**config.mk**
```make
export PLATFORM = sky130hd
export DESIGN_NAME = candidate_sink
export DESIGN_NICKNAME = d
export VERILOG_FILES = /design/src/rtl/candidate_sink.sv
export SDC_FILE = /design/constraint.sdc
export NUM_CORES = 2
export LEC_CHECK = 0
export ABC_AREA = 1
export CAP_MARGIN = 5
export CORE_AREA = 2 2 430 432
export CTS_CLUSTER_DIAMETER = 150
export DETAILED_ROUTE_END_ITERATION = 6
export DIE_AREA = 0 0 432 434
export SLEW_MARGIN = 20
export SYNTH_ARGS = -nofsm -noshare
export SYNTH_HDL_FRONTEND = slang
export SYNTH_SLANG_ARGS = --single-unit
```
**constraint.sdc**
```tcl
create_clock -name clk -period 4 [get_ports clk]
set_input_delay 1.2 -clock clk [delete_from_list [all_inputs] [get_ports clk]]
set_output_delay 1.2 -clock clk [all_outputs]
set_load 0.02 [all_outputs]
```
**src/rtl/candidate_sink.sv**
```systemverilog
// Candidate sink: accepts corrected-read candidates from the output queue and serialises each
// read group as {meta, input read, candidates...} beats. Optional stats via CANDIDATE_SINK_STATS_EN.
module candidate_sink #(
  parameter int MAX_READ_BIT_WIDTH       = 8,
  parameter int MAX_READ_WIDTH           = 256,
  parameter int NUM_CANDIDATES_BIT_WIDTH = 5,
  parameter int OUT_WIDTH                = 64
) (
  input  logic                                clk,
  input  logic                                rstb,
  input  logic [2*MAX_READ_WIDTH-1:0]         candidate,
  input  logic                                candidateValid,
  input  logic [NUM_CANDIDATES_BIT_WIDTH:0]   candidateNum,
  input  logic                                candidateNumValid,
  input  logic [2*MAX_READ_WIDTH-1:0]         inputRead,
  output logic                                ready4Candidate,
  output logic [OUT_WIDTH-1:0]                outData,
  output logic                                outValid,
  input  logic                                outReady,
  output logic                                outFirst,
  output logic                                outLast,
  output logic                                protocolError,
  output logic [1:0]                          state_dbg
`ifdef CANDIDATE_SINK_STATS_EN
  ,
  output logic [31:0]                         statGroups,
  output logic [31:0]                         statCandidates
`endif
);

  localparam int RW    = 2 * MAX_READ_WIDTH;
  localparam int NW    = NUM_CANDIDATES_BIT_WIDTH + 1;
  localparam int BEATS = RW / OUT_WIDTH;
  localparam int BW    = (BEATS > 1) ? $clog2(BEATS) : 1;

  if ((RW % OUT_WIDTH) != 0 || OUT_WIDTH < NW || MAX_READ_WIDTH > (1 << MAX_READ_BIT_WIDTH))
  begin : g_bad_params
    $error("candidate_sink: illegal parameter combination");
  end

  // Handshakes: input candidate is taken when ready4Candidate & candidateValid & candidateNumValid;
  // an output beat moves when outValid & outReady, and outData/outFirst/outLast hold while stalled.
  typedef enum logic [1:0] {
    S_IDLE = 2'd0,
    S_META = 2'd1,
    S_READ = 2'd2,
    S_CAND = 2'd3
  } state_t;

  state_t                           state, state_next;
  logic                             hold_full;
  logic [BEATS-1:0][OUT_WIDTH-1:0]  read_q, cand_q;
  logic [NW-1:0]                    num_q, cand_cnt;
  logic                             first_of_group;
  logic [BW-1:0]                    beat_idx;
  logic                             prot_err;

  logic acc, num_zero, mismatch, start_grp, take, xfer, beat_last, grp_last, cand_done;

  assign ready4Candidate = ~hold_full;
  assign acc       = ready4Candidate & candidateValid & candidateNumValid;
  assign num_zero  = (candidateNum == '0);
  assign mismatch  = ~first_of_group & (candidateNum != num_q);
  assign start_grp = first_of_group | mismatch;
  assign take      = acc & ~num_zero;
  assign xfer      = outValid & outReady;
  assign beat_last = (beat_idx == BW'(BEATS - 1));
  assign grp_last  = (cand_cnt == num_q - NW'(1));
  assign cand_done = xfer & (state == S_CAND) & beat_last;

  assign protocolError = prot_err;
  assign state_dbg     = state;

  always_ff @(posedge clk or negedge rstb) begin
    if (!rstb) state <= S_IDLE;
    else       state <= state_next;
  end

  // Leaving IDLE on the accept edge itself puts the first beat on the bus one cycle later.
  always_comb begin
    state_next = state;
    outValid   = 1'b0;
    outFirst   = 1'b0;
    outLast    = 1'b0;
    outData    = '0;
    case (state)
      S_IDLE: begin
        if (take)           state_next = start_grp ? S_META : S_CAND;
        else if (hold_full) state_next = first_of_group ? S_META : S_CAND;
      end
      S_META: begin
        outValid = 1'b1;
        outFirst = 1'b1;
        outData  = OUT_WIDTH'(num_q);
        if (xfer) state_next = S_READ;
      end
      S_READ: begin
        outValid = 1'b1;
        outData  = read_q[beat_idx];
        if (xfer && beat_last) state_next = S_CAND;
      end
      S_CAND: begin
        outValid = 1'b1;
        outData  = cand_q[beat_idx];
        outLast  = beat_last & grp_last;
        if (xfer && beat_last) state_next = S_IDLE;
      end
      default: state_next = S_IDLE;
    endcase
  end

  always_ff @(posedge clk or negedge rstb) begin
    if (!rstb) begin
      hold_full      <= 1'b0;
      read_q         <= '0;
      cand_q         <= '0;
      num_q          <= '0;
      cand_cnt       <= '0;
      first_of_group <= 1'b1;
      beat_idx       <= '0;
      prot_err       <= 1'b0;
    end else begin
      if (take) begin
        hold_full <= 1'b1;
        read_q    <= inputRead;
        cand_q    <= candidate;
        num_q     <= candidateNum;
        // A count change mid-group abandons the old group and restarts with a fresh meta beat.
        if (mismatch) begin
          cand_cnt       <= '0;
          first_of_group <= 1'b1;
        end
      end
      if (acc && (num_zero || mismatch)) prot_err <= 1'b1;
      if (xfer) begin
        if (state == S_META || beat_last) beat_idx <= '0;
        else                              beat_idx <= beat_idx + BW'(1);
      end
      if (cand_done) begin
        hold_full <= 1'b0;
        if (grp_last) begin
          cand_cnt       <= '0;
          first_of_group <= 1'b1;
        end else begin
          cand_cnt       <= cand_cnt + NW'(1);
          first_of_group <= 1'b0;
        end
      end
    end
  end

`ifdef CANDIDATE_SINK_STATS_EN
  always_ff @(posedge clk or negedge rstb) begin
    if (!rstb) begin
      statGroups     <= '0;
      statCandidates <= '0;
    end else begin
      if (xfer && outLast) statGroups     <= statGroups + 32'd1;
      if (cand_done)       statCandidates <= statCandidates + 32'd1;
    end
  end
`endif

endmodule

```
Word level (Yosys, flattened, before mapping)
Cells that the tools add are included.
{ "word_totals": {"wordCells": 87, "regBits": 1044} }
{ "classes": {"order_cmp": 1, "n_mux": 27, "n_eq_ne": 10, "bitwise": 12, "n_reduce_logical": 11, "n_addsub": 3} }
{ "op_table": {"columns": ["operator", "n"], "rows": [
  ["binary-select mux 64 bit (select 3 bit)", 2],
  ["one-hot mux 64 bit (3 select lines)", 1],
  ["two-way mux 64 bit", 2],
  ["two-way mux 6 bit", 4],
  ["two-way mux 2 bit", 7],
  ["two-way mux 1 bit", 9],
  ["AND 1 bit", 8],
  ["one-hot mux 2 bit (4 select lines)", 1],
  ["adder 6 x 1 -> 6 bit, second input constant", 1],
  ["equality test 6 bit", 1],
  ["zero test 6 bit", 1],
  ["!= test 6 bit", 1],
  ["subtractor 6 x 1 -> 6 bit, second input constant", 1],
  ["equality test 2 bit, second input constant", 2],
  ["< comparator 3 x 4 -> 1 bit, second input constant", 1],
  ["!= test 2 bit, second input constant", 2],
  ["AND reduction 4 bit", 1],
  ["nonzero test 2 bit", 2],
  ["adder 3 x 1 -> 3 bit, second input constant", 1],
  ["equality test 3 bit, second input constant", 1],
  ["two-way mux 3 bit", 1],
  ["!= test 3 bit, second input constant", 1],
  ["NOT 1 bit", 3],
  ["OR reduction 3 bit", 1],
  ["other kinds (7)", 9]
]} }

Depth between registers and ports, before layout
{ "depth": {"word_depth": 8, "depth_mapped": 13, "mapped_depth_nobuf": 12} }

Least setup slack after synthesis
No wires, ideal clock.
{ "synth_path": {"path_kind": "flip-flop to output port", "startpoint": "register state[0], in the netlist state_dbg[0]", "endpoint": "output port outData[11]", "stages_incl_launch_ff": 7, "n_path_buf": 2, "t_arrival_ns": 1.813, "t_required_ns": 2.800, "path_slack_ns": 0.987, "path_cell_list": "dfrtp_1 -> inv_1 -> ha_1 -> clkbuf_1 -> buf_1 -> nand3_1 -> a21oi_1"} }
{ "synth_between": {"elab_chain_cells": 2, "elab_cells_between_ends": 4, "classes_between": "3 x eq/ne; 1 x mux"} }
{ "synth_lines": {"columns": ["item", "line_no", "rtl"], "rows": [
  ["from (decl)", "50", "state_t state, state_next;"],
  ["from (signal assigned)", "76", "else state <= state_next;"],
  ["equality test 2 bit or equality test 2 x 1 -> 1 bit (tied branches)", "86", "case (state)"],
  ["one-hot mux 64 bit (3 select lines) *", "86", null],
  ["to (decl)", "17", "output logic [OUT_WIDTH-1:0] outData,"]
]} }
Mark *: on every way between the ends. The rest lies on a longest branch, timed or not.

Worst setup path after layout
{ "layout_path": {"startpoint": "register beat_idx[0]", "endpoint": "output port outData[36]"} }
{ "layout_between": {"elab_chain_cells": 3, "elab_cells_between_ends": 5, "classes_between": "5 x mux"} }
{ "layout_lines": {"columns": ["item", "line_no", "rtl"], "rows": [
  ["from (decl)", "55", "logic [BW-1:0] beat_idx;"],
  ["from (signal assigned)", "137", "else beat_idx <= beat_idx + BW'(1);"],
  ["binary-select mux 64 bit (select 3 bit) (on tied branches)", "104, 99", null],
  ["two-way mux 64 bit (on tied branches)", "104, 99", null],
  ["one-hot mux 64 bit (3 select lines) *", "86", null]
]} }
Mark *: on every way between the ends. The rest lies on a longest branch, timed or not. The select of a mux whose other input is x is not followed.

==> summary.txt <==
CTS
  • Hold Buf Count CTS: 0
  • Worst-path clk slew: 0.07 ns
  • Num CTS Buffers: 118
  • CTS tree: built
  • Worst-skew pair later-pin latency: 0.79 ns
  • H-tree depth: 3
  • Longest Clk Path Bufs: 3
  • CTS Root Cell: clkbuf_16
  • Sink Count: 1044

Synth
  • Post-Syn Instances: between 6000 and 7000
  • Post-Syn Area: a little under 50000 um2
  • Leading post-synthesis cells by cell area: dfrtp_1, nand2_1, nor2_1
  • Post-synth top area share: roughly 53%
  • Synth warnings: 0
  • Post-synthesis sequential area ratio: 53.14%
  • Synthesized Nets: 7556
  • Library cells used by synthesis: 28
  • Synth Register Bits: 1044
  • Cell taking the most area after synthesis: dfrtp_1
  • Average size of a mapped cell: around 7.6 um2

Global route
  • GRT Util Overall: 27.39%
  • Vias in the first global route: 49820
  • Initial antenna violation count: 58
  • Pin count of the biggest net entering global routing: roughly 100
  • Gr ovfl total: 0
  • First-pass GRT wire length: ~370 mm

Power
  • Seq pwr share: about 30%
  • Psw: 27.18 mW
  • Peak supply drop: 0.4568 mV
  • Clk pwr share: 19.3%
  • Lkg Pwr: 34.87 nW
  • Internal power: ~35 mW
  • Net Sw Frac: 43.59%
  • Gate power share: 51.0%
  • PwrDens: 849.8 nW/um2
  • Total chip power: between 60 and 70 mW

Timing
  • Final Hold Vio Count: 0
  • # setup viols final: 64
  • Fin crit period: 4.847 ns
  • Slew Limit Fails: 0
  • Fmax: 0.2063 GHz
  • Worst-Margin Slew: 1.047 ns
  • Hold Worst Slack: 0.4742 ns
  • Setup_tns: -29.72 ns
  • Max-slew headroom: 29.89%
  • Final WS setup: -0.8474 ns
  • Tcrit/Tclk final: 121.2%
  • RSZ-0062 raised after global routing: yes
  • Clock skew: 0.02362 ns

Detailed routing
  • Routed Antenna Nets: 0
  • Vias: 50560
  • DRC: 0
  • Wire length per cell: 26.03 um
  • Vias per cell: 4.936
  • Initial DRC Count: 5295
  • Pre-antenna DRT Iters: 6
  • Final wirelength: 266.6 mm

Placed design
  • Hpwl dp: 198.9 mm
  • Post-placement setup slack: -1.117 ns
  • Port Buf Inserts: 1105
  • RePlAce Congestion: 0.9706

Finish
  • Area growth syn-to-layout: 49.24%
  • Fill count: 18390
  • Ratio of cells with drive above 1 in the final layout: 12.96%
  • Util after Layout: around two fifths
  • Nets: 8757

Worst setup path
  • Worst path slowest cell: o211ai_1
  • Worst Setup Path Type: reg2out
  • Delay-heaviest family, CP: compound AO/OA/AOI/OAI gates
  • Crit path max fanout: 13
  • Critical path launch point type: register
  • Critical path capture point type: output port
  • CP required: about 2.8 ns
  • Buf/Inv on CP: 5
  • Critical path arrival: 3.65 ns
  • Most used cell, CP: buf_6
  • Cell Chain, Critical Path: clkinv_16, buf_16, buf_6, nor2_1, o211ai_1, nand3_1, a21oi_4, buf_6, buf_12
  • Max incr delay on CP: approximately 0.72 ns

Run status
  • Status: finished, violations left
  • Failing checks: negative setup slack

Floorplan
  • Die X: 432 um
  • Io pins: 1106
  • FP Rows: 157
  • DIE HEIGHT: 434 um
  • Core Area: 182500 um2
  • Initial core utilization: 26.94%
  • Die area: 187500 um2

Min path
  • Worst hold path type: reg2reg

Flow run
  • Max Cap Viol: 0
==> power groups by stage <==
stage               sequential, mW  combinational, mW  clock [mW]
floorplan                     17.1               13.1           0
global placement              18.4               25.9           0
detailed placement            18.3               26.1           0
CTS                           18.3               30.3        12.2
global route                  18.9               34.2        12.6
finish                        18.5               31.8        12.0
==> final cells by class <==
type | count | area (um2) | share of cell area (%)
diodes | 40 | 100.1 | 0.1364
clock buffers | 167 | 3397 | 4.629
clock inverters | 59 | 893.4 | 1.217
inverters | 36 | 177.7 | 0.2421
multi-input cells | 4984 | 22520 | 30.69
flip-flops and latches | 1044 | 26140 | 35.62
well taps | 2385 | 2984 | 4.067
repair buffers | 1525 | 17070 | 23.27
repair inverters | 4 | 92.59 | 0.1262
==> worst min-delay path, stage by stage (launching register included) <==
cell	delay (ns)
dfrtp_1	0.34
nand2_1	0.05
nand2_1	0.05
==> cell usage after synthesis (all sizes together) <==
cell,number
nand2,3201
dfrtp,1043
nor2,764
o21ai,499
o211ai,232
buf,231
clkbuf,217
nand3,203
a21oi,60
inv,34
xor2,10
ha,9
clkinv,2
nor3,2
a22oi,1
dfstp,1
nand3b,1
or2,1
xnor2,1
==> layout by cell type (no fill, tap or decap), types with 112 or more instances in the layout <==
cell,n
nand2_1,3179
dfrtp_1,1040
clkdlybuf4s50_1,1039
nor2_1,684
o21ai_0,250
o211ai_1,232
buf_4,214
o21ai_1,200
buf_12,146
clkbuf_16,126
nand3_1,112
==> cells by family after synthesis <==
family                     synth area share (%)
and+or+nand+nor                           32.39
DFF                                       53.14
xor gates and xnor gates                 0.1959
adders and majority gates                0.2290
AOI/OAI and AO/OA                         9.248
buffers and inverters                     4.797
==> stage by stage <==
stage	area (um2)	instances
finish	73380	10240
global route	73350	10230
CTS	71970	10150
detailed placement	64630	9836
global placement	64630	9836
floorplan	49170	6512
==> metal layers <==
layer | global-route usage (%) | wire [um]
met1 | 35.42 | 108900
met2 | 41.69 | 118900
met3 | 6.132 | 20730
met4 | 16.70 | 17980
met5 | 0 | 137
==> flip-flops by register name (all words and copies together), names as in the netlist <==
signal          count
beat_idx            3
cand_cnt            6
cand_q            512
first_of_group      1
hold_full           1
num_q               6
protocolError       1
read_q            512
state_dbg           2
==> repair_timing <==
item,in CTS,in global routing
gates resized for setup,469,232
buffers inserted,61,58
cloned,28,8
endpoints found under the hold margin,0,0
endpoints found under the setup margin,66,66
pin swaps,180,173
==> final timing paths <==
check / slack [ns] / cells after the start / to / startpoint
hold reg to reg: 0.47 / 2 / read_q[408] / read_q[408]
hold / removal: 0.47 / 2 / read_q[408] / read_q[408]
setup reg to reg: 1.47 / 13 / cand_cnt[5] / beat_idx[0]
setup / recovery: -0.85 / 9 / outData[36] / beat_idx[0]
max in group asynchronous: 2.29 / 2 / read_q[327] / rstb
min in group asynchronous: 0.50 / 1 / cand_q[65] / rstb
(Power assumes the default switching activity.)
